**config.mk**
```make
export PLATFORM = sky130hd
export DESIGN_NAME = memo_game_sequencer
export DESIGN_NICKNAME = d
export VERILOG_FILES = /design/src/rtl/memo_game_sequencer.sv
export SDC_FILE = /design/constraint.sdc
export NUM_CORES = 1
export LEC_CHECK = 0
export ABC_AREA = 1
export ABC_CLOCK_PERIOD_IN_PS = 6860
export CAP_MARGIN = 0
export CORE_ASPECT_RATIO = 0.8
export CORE_MARGIN = 3
export CORE_UTILIZATION = 40
export DETAILED_ROUTE_END_ITERATION = 10
export PLACE_DENSITY = 0.67
export SLEW_MARGIN = 20
export SYNTH_ARGS = -nofsm -noshare
export SYNTH_HDL_FRONTEND = slang
export SYNTH_SLANG_ARGS = --single-unit
```
**constraint.sdc**
```tcl
create_clock -name clk -period 6.86 [get_ports clk]
set_clock_uncertainty 0.15 [all_clocks]
set_input_delay 0.686 -clock clk [delete_from_list [all_inputs] [get_ports clk]]
set_output_delay 0.686 -clock clk [all_outputs]
set_load 0.05 [all_outputs]
```
**src/rtl/memo_game_sequencer.sv**
```systemverilog
// rtl/memo_game_sequencer.sv - turn-level controller for the 16-card memory game

module memo_game_sequencer #(
  parameter int N_CARDS     = 16,
  parameter int TURN_CYCLES = 1500,
  parameter int HOLD_CYCLES = 200
) (
  input  logic                    clk,
  input  logic                    rst,
  input  logic                    start_game,
  input  logic                    sel_valid,
  input  logic [3:0]              sel_idx,
  input  logic [N_CARDS-1:0][4:0] cards,
  input  logic                    done_sh,
  input  logic                    done_mcr,
  input  logic [3:0]              mcr_idx,
  output logic                    start_sh,
  output logic                    start_mcr,
  output logic [3:0]              state,
  output logic [N_CARDS-1:0]      face_up,
  output logic [N_CARDS-1:0]      matched,
  output logic                    player,
  output logic [3:0]              score0,
  output logic [3:0]              score1,
  output logic                    game_over,
  output logic [1:0]              winner
);

  // One shared down-counter serves both the selection timeout and the hold delay.
  localparam int TMAX = (TURN_CYCLES > HOLD_CYCLES) ? TURN_CYCLES : HOLD_CYCLES;
  localparam int TW   = $clog2(TMAX + 1);

  typedef enum logic [3:0] {
    S_IDLE    = 4'd0,
    S_SHUFFLE = 4'd1,
    S_PICK1   = 4'd2,
    S_PICK2   = 4'd3,
    S_CHECK   = 4'd4,
    S_HOLD    = 4'd5,
    S_RANDOM  = 4'd6,
    S_NEXT    = 4'd7,
    S_OVER    = 4'd8
  } state_t;

  state_t             r_state;
  state_t             w_state_next;
  logic [TW-1:0]      r_timer;
  logic [N_CARDS-1:0] r_face_up;
  logic [N_CARDS-1:0] r_matched;
  logic [3:0]         r_first;
  logic [3:0]         r_second;
  logic               r_player;
  logic [3:0]         r_score0;
  logic [3:0]         r_score1;
  logic               r_start_sh;
  logic               r_start_mcr;
  logic               r_game_over;
  logic [1:0]         r_winner;

  logic [N_CARDS-1:0] w_avail;
  logic [N_CARDS-1:0] w_pair_mask;
  logic [3:0]         w_lowest;
  logic [3:0]         w_take_idx;
  logic               w_take;
  logic               w_take_second;
  logic               w_load_turn;
  logic               w_load_hold;
  logic               w_dec;
  logic               w_pair;
  logic               w_unhold;
  logic               w_new_game;

  assign w_avail       = ~(r_face_up | r_matched);
  assign w_pair_mask   = (N_CARDS'(1) << r_first) | (N_CARDS'(1) << r_second);
  // In PICK1 nothing is face-up, so any revealed card means this is the second pick.
  assign w_take_second = |r_face_up;

  // Lowest-index card that is neither revealed nor already paired.
  always_comb begin
    w_lowest = 4'd0;
    for (int i = N_CARDS - 1; i >= 0; i--) begin
      if (w_avail[i]) w_lowest = 4'(i);
    end
  end

  // Next-state and datapath control decode.
  always_comb begin
    w_state_next = r_state;
    w_take       = 1'b0;
    w_take_idx   = sel_idx;
    w_load_turn  = 1'b0;
    w_load_hold  = 1'b0;
    w_dec        = 1'b0;
    w_pair       = 1'b0;
    w_unhold     = 1'b0;
    w_new_game   = 1'b0;
    case (r_state)
      S_IDLE, S_OVER: begin
        if (start_game) begin
          w_state_next = S_SHUFFLE;
          w_new_game   = 1'b1;
        end
      end
      S_SHUFFLE: begin
        if (done_sh) begin
          w_state_next = S_PICK1;
          w_load_turn  = 1'b1;
        end
      end
      S_PICK1, S_PICK2: begin
        // A valid selection wins over a timeout landing in the same cycle.
        if (sel_valid && w_avail[sel_idx]) begin
          w_take     = 1'b1;
          w_take_idx = sel_idx;
          if (r_state == S_PICK1) begin
            w_state_next = S_PICK2;
            w_load_turn  = 1'b1;
          end else begin
            w_state_next = S_CHECK;
          end
        end else if (r_timer <= TW'(1)) begin
          w_state_next = S_RANDOM;
        end else begin
          w_dec = 1'b1;
        end
      end
      S_RANDOM: begin
        if (done_mcr) begin
          w_take     = 1'b1;
          w_take_idx = w_avail[mcr_idx] ? mcr_idx : w_lowest;
          if (w_take_second) begin
            w_state_next = S_CHECK;
          end else begin
            w_state_next = S_PICK2;
            w_load_turn  = 1'b1;
          end
        end
      end
      S_CHECK: begin
        if (cards[r_first] == cards[r_second]) begin
          w_state_next = S_NEXT;
          w_pair       = 1'b1;
        end else begin
          w_state_next = S_HOLD;
          w_load_hold  = 1'b1;
        end
      end
      S_HOLD: begin
        if (r_timer <= TW'(1)) begin
          w_state_next = S_NEXT;
          w_unhold     = 1'b1;
        end else begin
          w_dec = 1'b1;
        end
      end
      S_NEXT: begin
        if (&r_matched) begin
          w_state_next = S_OVER;
        end else begin
          w_state_next = S_PICK1;
          w_load_turn  = 1'b1;
        end
      end
      default: w_state_next = S_IDLE;
    endcase
  end

  // State register.
  always_ff @(posedge clk) begin
    if (!rst) r_state <= S_IDLE;
    else      r_state <= w_state_next;
  end

  // Timer, card masks, scores, turn ownership and registered strobes.
  always_ff @(posedge clk) begin
    if (!rst) begin
      r_timer     <= '0;
      r_face_up   <= '0;
      r_matched   <= '0;
      r_first     <= 4'd0;
      r_second    <= 4'd0;
      r_player    <= 1'b0;
      r_score0    <= 4'd0;
      r_score1    <= 4'd0;
      r_start_sh  <= 1'b0;
      r_start_mcr <= 1'b0;
      r_game_over <= 1'b0;
      r_winner    <= 2'd0;
    end else begin
      // Start strobes are high only on the first cycle of their state.
      r_start_sh  <= w_new_game;
      r_start_mcr <= (w_state_next == S_RANDOM) && (r_state != S_RANDOM);
      r_game_over <= (w_state_next == S_OVER);

      if (w_load_turn)      r_timer <= TW'(TURN_CYCLES);
      else if (w_load_hold) r_timer <= TW'(HOLD_CYCLES);
      else if (w_dec)       r_timer <= r_timer - TW'(1);

      if (w_new_game) begin
        r_face_up <= '0;
        r_matched <= '0;
        r_player  <= 1'b0;
        r_score0  <= 4'd0;
        r_score1  <= 4'd0;
        r_winner  <= 2'd0;
      end else begin
        if (w_take) begin
          r_face_up[w_take_idx] <= 1'b1;
          if (w_take_second) r_second <= w_take_idx;
          else               r_first  <= w_take_idx;
        end
        if (w_pair) begin
          r_matched <= r_matched | w_pair_mask;
          r_face_up <= r_face_up & ~w_pair_mask;
          if (r_player == 1'b0) r_score0 <= (r_score0 >= 4'd8) ? r_score0 : r_score0 + 4'd1;
          else                  r_score1 <= (r_score1 >= 4'd8) ? r_score1 : r_score1 + 4'd1;
        end
        if (w_unhold) begin
          r_face_up <= r_face_up & ~w_pair_mask;
          r_player  <= ~r_player;
        end
        if ((w_state_next == S_OVER) && (r_state != S_OVER)) begin
          if (r_score0 > r_score1)      r_winner <= 2'd1;
          else if (r_score1 > r_score0) r_winner <= 2'd2;
          else                          r_winner <= 2'd3;
        end
      end
    end
  end

  assign state     = r_state;
  assign start_sh  = r_start_sh;
  assign start_mcr = r_start_mcr;
  assign face_up   = r_face_up;
  assign matched   = r_matched;
  assign player    = r_player;
  assign score0    = r_score0;
  assign score1    = r_score1;
  assign game_over = r_game_over;
  assign winner    = r_winner;

endmodule

```
; ---- Word-level counts from Yosys, hierarchy flattened
; Cells that the tools add are included.
[classes]
addsub = 3
magnitude_cmp = 11
n_eq_ne = 13
n_shift = 2
mux = 69
bitwise_logic = 13
n_reduce_logical = 17
[op_table]
columns = operator, n
row1 = $mux 4, 26
row2 = $or 16x16->16, 4
row3 = $mux 16, 3
row4 = $bmux 5 s4, 2
row5 = $mux 11, 3
row6 = $not 16->16, 2
row7 = $shl 1x4->16 const A, 2
row8 = $pmux 4 s7, 1
row9 = $lt 4x5->1 const B, 5
row10 = $mux 1, 22
row11 = $eq 4x3->1 const B, 5
row12 = $and 16x16->16, 1
row13 = $reduce_and 16->1, 1
row14 = $reduce_or 16->1, 1
row15 = $reduce_and 3->1, 4
row16 = $le 11x1->1 const B, 1
row17 = $sub 11x1->11 const B, 1
row18 = $mux 5, 2
row19 = $add 4x1->4 const B, 2
row20 = $bmux 1 s4, 2
row21 = $eq 4x2->1 const B, 2
row22 = $eq 4x4->1 const B, 2
row23 = $ge 4x4->1 const B, 2
row24 = $gt 4x4->1, 2
row25 = 16 further kinds, 30
[word_totals]
regBits = 69
inputBits = 94
out_inout_bits = 50
word_cells = 142

; ---- Logic depth before layout (Yosys ltp)
; Gate-level depths: netlist of run 1.
[logic_depth]
ltp_word = 29
mapped_depth = 23

; ---- Least setup slack after synthesis of run 1
; Ideal clock, no wire load.
[synth_timing]
path_type = reg-to-reg
from = register r_face_up[5] (netlist: face_up[5])
to = register r_face_up[6] (netlist: face_up[6])
setup_ps = 117
arrival_time_ps = 2359
required_ps = 6593
setup_slack_ps = 4234
stages_incl_launch_ff = 15
path_buffers = 1
synth_period_minus_slack_ps = 2626
path_cell_list = dfxtp_1 inv_1 nand2_1 inv_1 a21oi_1 o21ai_0 nand3_1 o211ai_1 nand4_1 inv_1 nor2_1 clkbuf_1 nand4_1 nand3_1 a21oi_1
[synth_via]
elab_chain_cells = 19
word_cells_on_any_way = 28
[synth_rtl]
columns = item, line_no
row1 = from (decl), 48  ; logic [N_CARDS-1:0] r_face_up;
row2 = from (signal assigned), 214  ; r_face_up <= r_face_up & ~w_pair_mask;
row3 = from (signal assigned), 219  ; r_face_up <= r_face_up & ~w_pair_mask;
row4 = $or 16x16->16 (*), 73  ; assign w_avail = ~(r_face_up | r_matched);
row5 = $not 16->16 (*), 73
row6 = $mux 4 (6 in series), 82  ; if (w_avail[i]) w_lowest = 4'(i);
row7 = $mux 4, 130  ; w_take_idx = w_avail[mcr_idx] ? mcr_idx : w_lowest;
row8 = $mux 4, 128  ; if (done_mcr) begin
row9 = $mux 4, -
row10 = $lt 4x5->1 (implied by the code) / $ge 4x1->1 (equally long branches), 208  ; r_face_up[w_take_idx] <= 1'b1;
row11 = $logic_and 1x1->1 (implied by the code), 208
row12 = $mux 1 (implied by the code), 208
row13 = $demux 1 s4, 208
row14 = $or 16x16->16 (no line), -
row15 = $mux 16, 207  ; if (w_take) begin
row16 = $mux 16, 212  ; if (w_pair) begin
row17 = $mux 16, 218  ; if (w_unhold) begin
; Mark *: on every way between the ends. The rest lies on a longest branch, timed or not. The select of a mux whose other input is x is not followed.
; A chain may end at the register's enable or synchronous reset.

; ---- Final worst setup path of run 1
[layout_timing]
from = register r_second[0]
to = register r_face_up[7] (netlist: face_up[7])
[layout_via]
elab_chain_cells = 7
word_cells_on_any_way = 12
[layout_rtl]
columns = item, line_no
row1 = from (decl), 51  ; logic [3:0] r_second;
row2 = from (signal assigned), 209  ; if (w_take_second) r_second <= w_take_idx;
row3 = $bmux 5 s4, 140  ; if (cards[r_first] == cards[r_second]) begin
row4 = $mux 5 (implied by the code), 140
row5 = $eq 5x5->1, 140
row6 = $mux 1, 140
row7 = $mux 1, 97  ; case (r_state)
row8 = $mux 16, 212
row9 = $mux 16, 218
; Several ways; a longest one is shown, not always the timed one. The select of a mux whose other input is x is not followed.

==> results.sh, run 1 <==
export IMPL_yosys_area_top_type="dfxtp_1"
export IMPL_p_per_area_mw_per_mm2=190
export IMPL_power_total_mw=1.43
export IMPL_worstSetupEndpointType="register"
export IMPL_worstHoldPathCells=2
export IMPL_rsz0062_at_grt="no"
export IMPL_ir_drop_mv=0.121
export IMPL_die_area_mm2=0.0160
export IMPL_die_h_um=114
export IMPL_post_drt_wl_per_cell_um=16.2
export IMPL_fin_nets=1225
export IMPL_ff2ff_setup_slack_ps=2990
export IMPL_synth_common_cells="nand2_1, inv_1, nand3_1"
export IMPL_crit_top_cell="nand2_1"
export IMPL_first_iter_violations=801
export IMPL_gp_routability_congestion=0.926
export IMPL_post_synth_num_cell_types=34
export IMPL_synth_edf_count=0
export IMPL_hp_start="winner[1]"
export IMPL_grt_pass1_wl_mm=33.8
export IMPL_synth_net_count=1110
export IMPL_hold_viol=0
export IMPL_drive_above_1_share_pct=4.80
export IMPL_post_cts_resized=0
export IMPL_critPathArrivalTime_ps=3930
export IMPL_worst_slew_pin_slew_ps=1060
export IMPL_vias_per_cell=5.52
export IMPL_async_flop_share_pct=0
export IMPL_die_w_um=141
export IMPL_ys_ff_latch=69
export IMPL_start_util_pct=41.8
export IMPL_cts_hold_buf=0
export IMPL_clockBufferDepth=2
export IMPL_clkSlewWorstSetupHoldPaths_ps=60
export IMPL_syn_area_mm2=0.00580
export IMPL_ys_seq_area_share_pct=23.8
export IMPL_boundaryPins=144
export IMPL_numClockSinks=69
export IMPL_setup_violations=0
export IMPL_synth_cells=1006
export IMPL_netlist_top_cells_area="dfxtp_1, nand2_1, nand3_1, inv_1, nand4_1"
export IMPL_worstReg2RegStart="r_second[0]"
export IMPL_yosys_warnings=0
export IMPL_wl_mm=21.1
export IMPL_cp_slowest_stage_delay_ps=790
export IMPL_grt_max_degree=37
export IMPL_drcViolationCount=0
export IMPL_drtAntennaViolNets=0
export IMPL_crit_type="reg -> reg"
export IMPL_worstPathMaxFanout=23
export IMPL_reg2reg_depth=15
export IMPL_hold_path_class="reg -> reg"
export IMPL_global_route_usage_total_pct=25.9
export IMPL_crit_family="simple AND/OR/NAND/NOR gates"
export IMPL_cts_tree="built"
export IMPL_hold_end="winner[1]"
export IMPL_floorplan_rows=38
export IMPL_timing_setup_tns_ps=0
export IMPL_dr_pass1_iters=5
export IMPL_dp_hpwl_mm=15.6
export IMPL_r2r_end="face_up[7]"
export IMPL_slew_headroom_pct=29.5
export IMPL_yosysMostFrequentCell="nand2_1"
export IMPL_critPathSlowestCell="nor2_2"
export IMPL_critical_path_buf_inv_count=1
export IMPL_yosysTopAreaCellShare_pct=23.8
export IMPL_finalCritPeriodShare_pct=56.4
export IMPL_core_area_mm2=0.0139
export IMPL_num_antenna_cells=0
export IMPL_worstSetupStartpoint="r_second[0]"
export IMPL_max_cap_violations=0
export IMPL_portBuffers=143
export IMPL_power_leakage_nw=3.15
export IMPL_cp_start_kind="register"
export IMPL_ys_flop_type="dfxtp_1"
export IMPL_path_cells="inv_2, nor2_2, a22oi_1, nand4_1, nand3_1, nand2_1, nand3_1, nand2_1, nand2_1, nor2_2, nand3_2, nand2_1, nand2_1, nand3_1, a21oi_1"
export IMPL_numCtsBuffers=9
export IMPL_clock_latency_ps=340
export IMPL_drv_slew=0
export IMPL_grt_pass1_vias=6509
export IMPL_antenna_found_initial=0
export IMPL_period_minus_slack_ps=3870
export IMPL_cts_setup_buffers=0
export IMPL_syn_avg_cell_area_um2=5.76
export IMPL_crit_required_ps=6930
export IMPL_num_vias=7209
export IMPL_root_buffer="clkbuf_16"
export IMPL_status="complete, no violations"
export IMPL_fill_cells=1424
export IMPL_grt_overflow_total=0
export IMPL_fmax_ghz=0.259
export IMPL_area_delta_synth_final_pct=30.3
export IMPL_h_tree_depth=3
==> state kept, by name (all words and copies together), names as in the netlist <==
name,cells
r_timer,11
start_mcr,1
r_second,4
score0,4
start_sh,1
matched,16
player,1
state,4
winner,2
score1,4
game_over,1
r_first,4
face_up,16
==> cell usage in the layout (no fill, tap or decap), types with 2 or more instances in the layout <==
| cell | count |
|---|---|
| clkinvlp_4 | 2 |
| nand4_1 | 66 |
| o211ai_1 | 11 |
| or2_2 | 18 |
| nor3_1 | 7 |
| nand3b_1 | 6 |
| nand3_1 | 95 |
| o21ai_0 | 30 |
| xnor2_1 | 3 |
| clkinv_1 | 3 |
| a21oi_1 | 79 |
| o22ai_1 | 17 |
| nor2_1 | 62 |
| clkdlybuf4s50_1 | 143 |
| clkbuf_16 | 9 |
| o21ai_1 | 3 |
| clkinv_4 | 2 |
| clkinv_2 | 2 |
| ha_1 | 10 |
| a21oi_2 | 2 |
| inv_1 | 126 |
| nor4_1 | 5 |
| nand2_1 | 312 |
| xor2_1 | 7 |
| dfxtp_1 | 69 |
| o221ai_1 | 3 |
| inv_2 | 3 |
| buf_4 | 6 |
| a22oi_1 | 12 |
| nor2_2 | 6 |
==> tightest hold or removal path: cells and delay by family (launching register included) <==
family           cells  cell delay [ps]
AO/OA/AOI/OAI        1               50
AND/OR/NAND/NOR      1               60
flip-flops           1              320
==> power breakdown <==
part | internal, mW | leakage (nW) | total, mW | switching [mW]
clock network | 0.245 | 0.132 | 0.432 | 0.186
registers | 0.430 | 0.558 | 0.469 | 0.0389
logic | 0.208 | 2.46 | 0.532 | 0.324
==> layer usage <==
| metal | vias up | track usage, % | routed length [um] |
|---|---|---|---|
| li1 | 3571 | - | - |
| met1 | 3264 | 39.3 | 10300 |
| met2 | 349 | 37.8 | 8710 |
| met3 | 25 | 4.65 | 1800 |
| met4 | 0 | 6.52 | 277 |
| met5 | - | 0 | 0 |
==> per-stage QoR <==
step                      hold slack, ps  area, um^2  utilization (%)  setup WS [ps]  std cells
after floorplan                      305        5800                -           4230       1006
after global placement               322        7280             52.4           3210       1290
after detailed placement             325        7280             52.4           3120       1290
after CTS                            337        7560             54.4           3050       1306
after global routing                 359        7560             54.4           2630       1306
final                                334        7560             54.4           2990       1306
==> layout make-up <==
type	count	area, um^2	area share (%)
Clock buffer	9	225	2.98
Clock inverter	7	51.3	0.679
Inverter	132	495	6.56
Multi-Input combinational cell	760	3700	49.0
Sequential cell	69	1380	18.3
Tap cell	180	225	2.98
Timing Repair Buffer	149	1480	19.5
==> cell families (layout without fill, tap and decap cells) <==
logic type                 after synthesis  in the layout  share of synthesized area, %
DFF                                     69             69                          23.8
AOI/OAI and AO/OA                      160            160                          15.7
and+or+nand+nor                        580            580                          44.5
buffers and inverters                  177            297                          12.4
xor gates and xnor gates                10             10                          1.51
adders and majority gates               10             10                          2.16
==> worst max path at each step <==
stage / endpoint / slack, ps / depth (start not counted)
after floorplan: face_up[6] / 4230 / 14
after global placement: r_timer[1] / 3210 / 12
after detailed placement: face_up[12] / 3120 / 16
after CTS: face_up[7] / 3050 / 16
after global routing: face_up[7] / 2630 / 16
final: face_up[7] / 2990 / 15
Note: power is estimated with default switching activity, not from simulation.
==> run 2, diff against run 1 <==
Settings changed: ABC_CLOCK_PERIOD_IN_PS 6860 to 3400, PLACE_DENSITY 0.67 to 0.7.
Clock period 6.86 ns to 3.4 ns, I/O delays scaled along.
==> results.sh, run 2 (same netlist as run 1, synthesis figures left out) <==
export IMPL_setup_violations=0
export IMPL_fmax_ghz=0.337
export IMPL_finalCritPeriodShare_pct=87.2
export IMPL_cp_start_kind="register"
export IMPL_hold_end="matched[10]"
export IMPL_post_cts_resized=0
export IMPL_status="complete, no violations"
export IMPL_hold_viol=0
export IMPL_grt_pass1_vias=6686
export IMPL_rsz0062_at_grt="no"
export IMPL_hold_ws_ps=336
export IMPL_multi_input_area_mm2=0.00370
export IMPL_dr_pass1_iters=5
export IMPL_final_area_mm2=0.00779
export IMPL_critPathArrivalTime_ps=3080
export IMPL_numCtsBuffers=9
export IMPL_die_area_mm2=0.0160
export IMPL_antenna_found_initial=0
export IMPL_clock_latency_ps=340
export IMPL_area_delta_synth_final_pct=34.3
export IMPL_root_buffer="clkbuf_16"
export IMPL_floorplan_rows=38
export IMPL_power_total_mw=3.03
export IMPL_timing_setup_tns_ps=0
export IMPL_worstReg2RegStart="r_second[0]"
export IMPL_place_area_mm2=0.00748
export IMPL_global_route_usage_total_pct=25.7
export IMPL_dp_hpwl_mm=15.8
export IMPL_r2r_end="score1[1]"
export IMPL_start_util_pct=41.8
export IMPL_crit_top_cell="nand2_1"
export IMPL_period_minus_slack_ps=2960
export IMPL_worstHoldPathCells=2
export IMPL_wl_mm=20.7
export IMPL_worstSetupEndpointType="register"
export IMPL_max_cap_violations=0
export IMPL_boundaryPins=144
export IMPL_layout_cells_non_filler=1325
export IMPL_critical_path_buf_inv_count=3
export IMPL_mostFrequentLayoutCell="nand2_1"
export IMPL_slew_headroom_pct=58.1
export IMPL_numClockSinks=69
export IMPL_cts_hold_buf=0
export IMPL_vias_per_cell=5.47
export IMPL_power_leakage_nw=3.28
export IMPL_grt_overflow_total=0
export IMPL_cts_tree="built"
export IMPL_drcViolationCount=0
export IMPL_crit_family="simple AND/OR/NAND/NOR gates"
export IMPL_critPathSlowestCell="clkinv_1"
export IMPL_cts_setup_buffers=0
export IMPL_num_antenna_cells=0
export IMPL_layout_common_cells="nand2_1, clkdlybuf4s50_1, inv_1, nand3_1, a21oi_1"
export IMPL_die_w_um=141
export IMPL_path_cells="nand2_1, inv_2, nand2_1, nand3_1, nand3b_1, nand3_1, nand2_1, inv_1, nand2_1, nand2_1, nand2_1, nor2_2, nand3_2, clkinv_1, nand3_1, nand2_1, a21oi_1"
export IMPL_seqCellArea_mm2=0.00138
export IMPL_clockBufferDepth=2
export IMPL_ff2ff_setup_slack_ps=440
export IMPL_drv_slew=0
export IMPL_worst_slew_pin_slew_ps=627
export IMPL_fill_cells=1402
export IMPL_grt_pass1_wl_mm=33.9
export IMPL_hold_path_class="reg -> reg"
export IMPL_h_tree_depth=3
export IMPL_grt_max_degree=37
export IMPL_drive_above_1_share_pct=6.38
export IMPL_place_inst=1309
export IMPL_gp_routability_congestion=0.985
export IMPL_place_ws_ps=285
export IMPL_portBuffers=143
export IMPL_cp_slowest_stage_delay_ps=460
export IMPL_core_area_mm2=0.0139
export IMPL_clkSlewWorstSetupHoldPaths_ps=60
export IMPL_fin_nets=1244
export IMPL_final_util_pct=56.1
export IMPL_first_iter_violations=900
export IMPL_setup_slack_ps=436
export IMPL_p_per_area_mw_per_mm2=388
export IMPL_crit_type="reg -> reg"
export IMPL_crit_required_ps=3520
export IMPL_drtAntennaViolNets=0
export IMPL_post_drt_wl_per_cell_um=15.7
export IMPL_worstPathMaxFanout=20
export IMPL_ir_drop_mv=0.303
export IMPL_reg2reg_depth=17
export IMPL_hp_start="matched[10]"
export IMPL_die_h_um=114
export IMPL_num_vias=7242
-- run 2: cell types whose count changed in the layout (fill, tap and decap cells not counted) --
| cell | before | now |
|---|---|---|
| buf_12 | 0 | 5 |
| buf_4 | 6 | 20 |
| bufinv_16 | 0 | 1 |
| clkinv_2 | 2 | 0 |
| clkinv_4 | 2 | 0 |
| inv_6 | 1 | 4 |
| o21ai_0 | 30 | 31 |
| o21ai_1 | 3 | 2 |
-- run 2: per-layer routing --
layer,wire length [um],track usage (%)
met1,9590,38.2
met4,251,4.78
met2,8720,38.2
met5,0,0
met3,2180,6.08
-- run 2: layout make-up --
| type | instances | share of cell area, % |
|---|---|---|
| multi-input combinational | 760 | 47.5 |
| timing repair buffer | 168 | 21.6 |
| inverter | 132 | 6.36 |
| sequential | 69 | 17.7 |
| clock buffer | 9 | 2.89 |
| tap | 180 | 2.89 |
| clock inverter | 7 | 1.03 |
-- run 2: worst register-to-register path, cell delays in order, from the launching register on --
cell	delay [ps]
dfxtp_1	440
nand2_1	130
inv_2	330
nand2_1	100
nand3_1	90
nand3b_1	100
nand3_1	80
nand2_1	90
inv_1	40
nand2_1	50
nand2_1	80
nand2_1	90
nor2_2	50
nand3_2	170
clkinv_1	460
nand3_1	240
nand2_1	60
a21oi_1	140
-- run 2: how the worst max path moves through the flow --
stage,from,endpoint,slack (ps),cells past startpoint
floorplan,face_up[5],face_up[6],770,14
finish,r_second[0],score1[1],440,17
global placement,sel_idx[0],face_up[1],390,13
global route,r_second[0],score1[1],150,17
CTS,r_second[0],score1[1],480,17
detailed placement,sel_idx[0],r_second[0],290,12
-- run 2: where the power goes --
part	total, mW	internal [mW]	leakage, nW	switching (mW)
clock network	0.968	0.578	0.143	0.390
logic	1.12	0.444	2.57	0.675
registers	0.939	0.868	0.558	0.0707
total	3.03	1.89	3.28	1.14
==> run 3, diff against run 2 <==
Settings changed: SLEW_MARGIN 20 to not set.
==> results of run 3 <==
Same layout as run 2: the final DEF is identical, and so are final timing and power.
